File: config.mk
export PLATFORM = sky130hd
export DESIGN_NAME = adc_sar_ctrl
export DESIGN_NICKNAME = d
export VERILOG_FILES = /design/src/rtl/adc_sar_pkg.sv /design/src/rtl/adc_sar_ctrl.sv
export SDC_FILE = /design/constraint.sdc
export NUM_CORES = 1
export LEC_CHECK = 0
export ABC_CLOCK_PERIOD_IN_PS = 3070
export CORE_MARGIN = 1
export CORE_UTILIZATION = 56
export CTS_BUF_LIST = sky130_fd_sc_hd__clkbuf_4
export DETAILED_ROUTE_END_ITERATION = 8
export PLACE_DENSITY = 0.9
export SLEW_MARGIN = 10
export SYNTH_ARGS = -nofsm -noshare
export SYNTH_HDL_FRONTEND = slang
export SYNTH_SLANG_ARGS = --single-unit
export TNS_END_PERCENT = 10
File: constraint.sdc
create_clock -name clk -period 3.07 [get_ports clk]
set_input_delay 0.614 -clock clk [delete_from_list [all_inputs] [get_ports clk]]
set_output_delay 0.614 -clock clk [all_outputs]
set_load 0.005 [all_outputs]
File: src/rtl/adc_sar_pkg.sv
// Shared types and default constants for the SAR ADC controller.
package adc_sar_pkg;

    localparam int unsigned ADC_SAR_N             = 12;
    localparam int unsigned ADC_SAR_SAMPLE_CYCLES = 4;
    localparam int unsigned ADC_SAR_TIMEOUT       = 16;

    typedef enum logic [1:0] {
        ST_IDLE   = 2'd0,
        ST_SAMPLE = 2'd1,
        ST_STROBE = 2'd2,
        ST_WAIT   = 2'd3
    } adc_sar_state_t;

endpackage

File: src/rtl/adc_sar_ctrl.sv
// Successive-approximation controller: sample phase, binary search on the DAC
// code, one comparator strobe per bit, result delivered over valid/ready.
module adc_sar_ctrl
    import adc_sar_pkg::*;
#(
    parameter int unsigned N             = ADC_SAR_N,
    parameter int unsigned SAMPLE_CYCLES = ADC_SAR_SAMPLE_CYCLES,
    parameter int unsigned TIMEOUT       = ADC_SAR_TIMEOUT
) (
    input  logic         clk,
    input  logic         rst,
    input  logic         start,
    input  logic         cont,
    input  logic         clr_flags,
    output logic         ms_adc_sample,
    output logic [N-1:0] ms_adc_dac,
    output logic         ms_adc_clk,
    input  logic         ms_adc_rdy,
    input  logic         ms_adc_cmp,
    output logic [N-1:0] dout,
    output logic         dout_valid,
    input  logic         dout_ready,
    output logic         busy,
    output logic         overrun,
    output logic         err_timeout
);

    localparam int unsigned PTR_W  = (N > 1) ? $clog2(N) : 1;
    localparam int unsigned SCNT_W = $clog2(SAMPLE_CYCLES + 1);
    localparam int unsigned TCNT_W = $clog2(TIMEOUT + 1);
    localparam logic [N-1:0] BIT0  = N'(1);

    adc_sar_state_t      state, state_d;
    logic [SCNT_W-1:0]   samp_cnt, samp_cnt_d;
    logic [PTR_W-1:0]    ptr, ptr_d;
    logic [TCNT_W-1:0]   to_cnt, to_cnt_d;
    logic [N-1:0]        partial, partial_d;
    logic [N-1:0]        dout_d, dac_d;
    logic                valid_d, overrun_d, err_d;
    logic                sample_d, strobe_d, busy_d;

    // State, datapath and output registers
    always_ff @(posedge clk) begin
        if (rst) begin
            state         <= ST_IDLE;
            samp_cnt      <= '0;
            ptr           <= '0;
            to_cnt        <= '0;
            partial       <= '0;
            dout          <= '0;
            dout_valid    <= 1'b0;
            overrun       <= 1'b0;
            err_timeout   <= 1'b0;
            ms_adc_sample <= 1'b0;
            ms_adc_clk    <= 1'b0;
            ms_adc_dac    <= '0;
            busy          <= 1'b0;
        end else begin
            state         <= state_d;
            samp_cnt      <= samp_cnt_d;
            ptr           <= ptr_d;
            to_cnt        <= to_cnt_d;
            partial       <= partial_d;
            dout          <= dout_d;
            dout_valid    <= valid_d;
            overrun       <= overrun_d;
            err_timeout   <= err_d;
            ms_adc_sample <= sample_d;
            ms_adc_clk    <= strobe_d;
            ms_adc_dac    <= dac_d;
            busy          <= busy_d;
        end
    end

    // Next-state logic; outputs are derived from the next state so they register in step
    always_comb begin
        state_d    = state;
        samp_cnt_d = samp_cnt;
        ptr_d      = ptr;
        to_cnt_d   = to_cnt;
        partial_d  = partial;
        dout_d     = dout;
        valid_d    = dout_valid & ~dout_ready;
        overrun_d  = overrun & ~clr_flags;
        err_d      = err_timeout & ~clr_flags;

        case (state)
            ST_IDLE: begin
                if (start) begin
                    state_d    = ST_SAMPLE;
                    samp_cnt_d = SCNT_W'(SAMPLE_CYCLES);
                end
            end
            ST_SAMPLE: begin
                if (samp_cnt <= SCNT_W'(1)) begin
                    state_d   = ST_STROBE;
                    ptr_d     = PTR_W'(N - 1);
                    partial_d = '0;
                end else begin
                    samp_cnt_d = samp_cnt - SCNT_W'(1);
                end
            end
            ST_STROBE: begin
                state_d  = ST_WAIT;
                to_cnt_d = '0;
            end
            ST_WAIT: begin
                if (ms_adc_rdy) begin
                    partial_d[ptr] = ms_adc_cmp;
                    if (ptr != '0) begin
                        ptr_d   = ptr - PTR_W'(1);
                        state_d = ST_STROBE;
                    end else begin
                        dout_d  = partial_d;
                        valid_d = 1'b1;
                        // a pending result that is not being taken this cycle gets lost
                        if (dout_valid && !dout_ready) begin
                            overrun_d = 1'b1;
                        end
                        if (cont) begin
                            state_d    = ST_SAMPLE;
                            samp_cnt_d = SCNT_W'(SAMPLE_CYCLES);
                        end else begin
                            state_d = ST_IDLE;
                        end
                    end
                end else if (to_cnt == TCNT_W'(TIMEOUT - 1)) begin
                    err_d   = 1'b1;
                    state_d = ST_IDLE;
                end else begin
                    to_cnt_d = to_cnt + TCNT_W'(1);
                end
            end
            default: state_d = ST_IDLE;
        endcase

        sample_d = (state_d == ST_SAMPLE);
        strobe_d = (state_d == ST_STROBE);
        busy_d   = (state_d != ST_IDLE);

        case (state_d)
            ST_STROBE: dac_d = partial_d | (BIT0 << ptr_d);
            ST_WAIT:   dac_d = ms_adc_dac;
            default:   dac_d = '0;
        endcase
    end

endmodule

After elaboration in Yosys (flattened, before gate mapping)
Index checks and enable logic that the tools add are counted.

Register bits: 56. Latch bits: 0. Memory bits (writable): 0. Bits in read-only memories: 0. Input bits: 8. Logic and storage cells: 89. Memories kept: 0.

$add $sub $neg: 3. Multiply operators: 0. Div/mod/pow operators: 0. $lt $le $gt $ge: 3. Eq/ne operators: 14. Shift-type cells: 1. Mux-type cells: 37. Bitwise operators: 7. Reduce and logical (&&, ||, !) cells: 11.

Operator list (number): $pmux W12 S2 (2); $mux W12 (2); $mux W3 (5); $ne A2 B2 Y1 const B (7); $bwmux W12 (1); $mux W1 (12); $mux W4 (3); $or A12 B12 Y12 (1); $shl A1 B4 Y12 const A (1); $mux W2 (5); $mux W5 (2); $pmux W5 S2 (1); $pmux W3 S3 (1); $eq A2 B2 Y1 const B (4); $pmux W2 S4 (1); $pmux W4 S2 (1); $reduce_and A3 Y1 (2); $reduce_and A6 Y1 (1); $add A5 B1 Y5 const B (1); $eq A5 B4 Y1 const B (1); $lt A4 B5 Y1 const B (1); $demux W1 S4 (1); $eq A2 B1 Y1 const B (2); $ge A4 B1 Y1 const B (1); other kinds (11) (17).

Logic depth before layout (Yosys ltp)
Gate-level depths: netlist of run 1.

Depth after elaboration: 9. Gate-level depth with buffers: 9. Mapped depth without buffers: 8.

Worst setup path before layout of run 1
No wires, ideal clock.

Path kind: register -> register. From: register ptr[0]. To: register busy. Setup time: 0.123 ns. Arrival: 2.102 ns. Required time: 2.947 ns. Slack: 0.845 ns. Cell stages (with the launch flop): 9. Path buffers: 1. Clock period less this slack: 2.225 ns. Path through: dfxtp_1 > clkinv_1 > ha_1 > and4bb_2 > a211oi_1 > or3_1 > buf_2 > nor2_1 > or2_2.

Cells in the longest elaborated chain, start to end: 5.

Ends and longest elaborated chain: start: declaration (RTL line adc_sar_ctrl.sv:35) `logic [PTR_W-1:0] ptr, ptr_d;`; start signal: assignment (RTL line adc_sar_ctrl.sv:61) `ptr <= ptr_d;`; $reduce_bool A4 Y1 (RTL line adc_sar_ctrl.sv:110) `if (ptr != '0) begin`; $mux W2 (RTL line adc_sar_ctrl.sv:110); $mux W2 (RTL line adc_sar_ctrl.sv:108) `if (ms_adc_rdy) begin`; $pmux W2 S4 (RTL line adc_sar_ctrl.sv:87) `case (state)`; $reduce_bool A2 Y1 (RTL line adc_sar_ctrl.sv:139) `busy_d = (state_d != ST_IDLE);`; end signal: assignment (RTL line adc_sar_ctrl.sv:71) `busy <= busy_d;`; end: declaration (RTL line adc_sar_ctrl.sv:23) `output logic busy,`.

No other way between the ends. A chain may end at the register's enable or synchronous reset.

Worst setup path in the final report of run 1
From: register ptr[0]. To: register ms_adc_dac[0].

Cells in the longest elaborated chain, start to end: 9. Elaborated cells between the ends (all ways): 22. Those cells by class: 1 x add/sub; 2 x order compare; 2 x eq/ne; 1 x shift; 13 x mux; 1 x bitwise; 2 x reduce/logical.

Ends and longest elaborated chain: $lt A4 B5 Y1 (implied by the code) / $ge A4 B1 Y1 (equally long branches) (RTL line adc_sar_ctrl.sv:109) `partial_d[ptr] = ms_adc_cmp;`; $logic_and A1 B1 Y1 (implied by the code) (RTL line adc_sar_ctrl.sv:109); $mux W1 (implied by the code) (RTL line adc_sar_ctrl.sv:109); $demux W1 S4 (RTL line adc_sar_ctrl.sv:109); $bwmux W12 (RTL line adc_sar_ctrl.sv:109); $mux W12 (RTL line adc_sar_ctrl.sv:108); $pmux W12 S2 (RTL line adc_sar_ctrl.sv:87); $or A12 B12 Y12 (RTL line adc_sar_ctrl.sv:142) `ST_STROBE: dac_d = partial_d | (BIT0 << ptr_d);`; $pmux W12 S2 (RTL line adc_sar_ctrl.sv:141) `case (state_d)`; end signal: assignment (RTL line adc_sar_ctrl.sv:56) `ms_adc_dac <= '0;`; end signal: assignment (RTL line adc_sar_ctrl.sv:70) `ms_adc_dac <= dac_d;`; end: declaration (RTL line adc_sar_ctrl.sv:16) `output logic [N-1:0] ms_adc_dac,`.

Parallel ways exist; a longest one is shown, timed or not.

==> metrics.md, run 1 <==
| Metric | Value |
|---|---|
| Status | `finished clean` |
| Final critical-path required period | `2.83 ns` |
| Switching power | `769 uW` |
| Crit-path cells | `clkinv_1 > ha_1 > and4bb_2 > a211oi_1 > or3_1 > nand2_1 > o221ai_1` |
| Slowest stage delay, CP | `0.50 ns` |
| Reg2reg setup slack | `0.24 ns` |
| Worst R2R Start | `ptr[0]` |
| Worst-path maximum fanout | `10` |
| PD cells | `649 nW/um2` |
| Reg2Reg Capture Point | `ms_adc_dac[0]` |
| Logic gate share of total power | `34.9%` |
| Post-CTS Setup Bufs | `0` |
| P_leak | `0.00117 uW` |
| FF+latch count, synth | `56` |
| End of the critical path | `ms_adc_dac[0]` |
| CP Capture Type | `register` |
| Most common cell after layout, fill and taps aside | `dfxtp_1` |
| Flop pwr share | `42.1%` |
| H-tree depth | `2` |
| Syn nets | `340` |
| Floorplan core area | `4720 um2` |
| Pin count of the biggest net entering global routing | `25` |
| Pint | `1350 uW` |
| Slew Limit Fails | `0` |
| Register area share after synthesis | `41.0%` |
| Reg clk slew, reported paths | `0.16 ns` |
| Syn-to-layout area delta | `19.6%` |
| DR iter-0 viols | `182` |
| Number of clock sinks | `56` |
| Critical path launch point type | `register` |
| Vias post-DR | `2506` |
| Post-DP HPWL | `4420 um` |
| Worst Skew | `0.0120 ns` |
| Final WL | `6330 um` |
| Dpl cells | `415` |
| Die H | `71.8 um` |
| Setup violations, final | `0` |
| CP Class | `reg2reg` |
| Cts hold-fix bufs | `0` |
| DRT Pass-1 Iters | `5` |
| First-pass GRT wire length | `10300 um` |
| Post-CTS sizing | `0` |
| Final non-filler cell total | `423` |
| WP data arrival | `3.15 ns` |
| Row count | `25` |
| Crit share post-route | `92.3%` |
| Total congestion overflow | `0` |
| Residual DRC count | `0` |
| Avg Vias per Cell | `5.92` |
| Final ANT Viol Nets | `0` |
| Vias in the first global route | `2258` |
| Async SR Flop Fraction | `0%` |
| Highest Clock Rate | `353 MHz` |
| Number of flops mapped to enable cells by yosys | `0` |
| Synthesized area | `2730 um2` |
| Main area contributors after synthesis | `dfxtp_1 (41%), nor2_1 (6.5%), mux2i_1 (4.4%)` |
| Clk Latency, worst-skew pair | `0.39 ns` |
| Clock power share | `23.0%` |
| Number of CTS-inserted buffers | `5` |
| Max VDD drop | `0.407 mV` |
| Hold crit path type | `reg2reg` |
| Nets | `372` |
| Slowest CP cell | `dfxtp_1` |
| Top cell type by total area after synthesis | `dfxtp_1` |
| WP data required | `3.39 ns` |
| Most used flip-flop cell after synthesis | `dfxtp_1` |
| Setup crit start | `ptr[0]` |
| Worst Max-Slew Pin Slew | `0.895 ns` |
| Worst r2r path cells | `7` |
| Yosys top cell area share | `41.0%` |
| Root buffer cell | `clkbuf_4` |
| Antenna diodes | `0` |
| Initial Util | `57.8%` |
| Synth warnings | `0` |
| Most frequent cells in the layout | `dfxtp_1 (56), nor2_1 (47), clkdlybuf4s50_1 (37)` |
| Die W | `71.8 um` |
| TritonCTS clock tree | `done` |
| Post-Syn Area per Cell | `8.46 um2` |
| Slew margin rel. | `39.8%` |
| GPL Wtd Cong | `0.891` |
| Max-cap violations | `0` |
| Post-Syn Instances | `323` |
| Die area | `5160 um2` |
| Routed wire per std cell | `15.0 um` |
| Unrepaired setup endpoints after global routing | `false` |
| # IOs | `38` |
| Net Sw Frac | `36.3%` |
| Final hold violations | `0` |
| Synth cell types | `52` |
| Max Root-Sink Buffers | `2` |
| Setup TNS | `0 ns` |
| Layout cells sized above 1 | `7.30%` |
| Initial antenna violation count | `0` |
| Total Routing Usage GR | `25.5%` |
| Port Buffer Count | `37` |
==> per-layer routing <==
metal,share of wire [%],global-route usage [%],wire length [um],up-vias
li1,-,-,-,1233
met1,45,32.6,2830,1141
met2,46,41.3,2940,113
met3,7.4,7.31,469,19
met4,1.5,9.15,94,0
met5,0,0,0,-
==> area by class of cell <==
class                   instances  area [um2]
clock buffers                   5        37.5
clock inverters                 3        68.8
fillers                       367        1460
inverters                      13        48.8
multi-input cells             235        1480
flip-flops and latches         56        1120
well taps                      67        83.8
repair buffers                 44         423
==> power groups by stage <==
stage	registers (uW)	clock network [uW]	logic [uW]
after global placement	903	0	695
after CTS	888	496	724
final	892	488	739
after detailed placement	904	0	715
after global routing	902	518	801
after floorplan	868	0	528
==> synth_stat cells (2+ instances only) <==
master and instances:
a21o_1 5, nand4_1 4, inv_1 12, nand2_1 25
nor3b_1 4, a31oi_1 10, o211ai_1 6, dfxtp_1 56
a21oi_1 14, clkbuf_1 12, a211oi_1 14, nor2b_1 3
o22a_1 4, nand3_1 19, nand3b_1 8, a32oi_1 2
o21ai_0 5, nor3_1 5, nor2_1 47, or3_1 2
ha_1 9, or3b_2 2, o221ai_1 7, buf_2 6
nor4_1 2, mux2i_1 12, and2_1 3
==> per-stage QoR <==
stage	power [uW]	setup slack, ns	cell area (um2)	util, %	hold WS [ns]
floorplan	1400	0.845	2730	-	0.453
global placement	1600	0.297	3160	66.9	0.443
detailed placement	1620	0.234	3160	66.9	0.446
CTS	2110	0.323	3270	69.1	0.467
global route	2220	0.0732	3270	69.1	0.500
finish	2120	0.237	3270	69.1	0.465
==> kinds of logic after synthesis <==
| group | synth area share [%] |
|---|---|
| AO/OA/AOI/OAI | 20.4 |
| XOR/XNOR | 0.321 |
| adder cells (fa/ha/maj) | 4.12 |
| buffers and inverters | 4.67 |
| flip-flops | 41.0 |
| multiplexers | 4.40 |
| AND/OR/NAND/NOR | 25.1 |
==> critical path, delay by kind of cell (launching register included) <==
kind / cells / cell delay [ns]
AO/OA/AOI/OAI: 2 / 0.64
flip-flops: 1 / 0.50
buffers and inverters: 1 / 0.30
adder cells (fa/ha/maj): 1 / 0.40
AND/OR/NAND/NOR: 3 / 0.93
==> flip-flops by register name (all words and copies together) (netlist names) <==
register       count
busy               1
partial           12
samp_cnt           3
err_timeout        1
dout              12
ptr                4
ms_adc_clk         1
ms_adc_sample      1
state              2
dout_valid         1
overrun            1
to_cnt             5
ms_adc_dac        12
==> worst min path at each step <==
stage                    to  cells past startpoint  startpoint  slack [ns]
global route        dout[0]                      2     dout[0]        0.50
detailed placement  dout[0]                      2     dout[0]        0.45
floorplan           dout[0]                      2     dout[0]        0.45
CTS                 dout[0]                      2     dout[0]        0.47
finish              dout[0]                      2     dout[0]        0.46
global placement    dout[0]                      2     dout[0]        0.44
No activity file was read; power rests on OpenSTA's default activity.
==> run 2, diff against run 1 <==
Settings changed: SLEW_MARGIN 10 to 5.
==> results of run 2 <==
The final DEF is identical to that of run 1; final timing and power are the same.
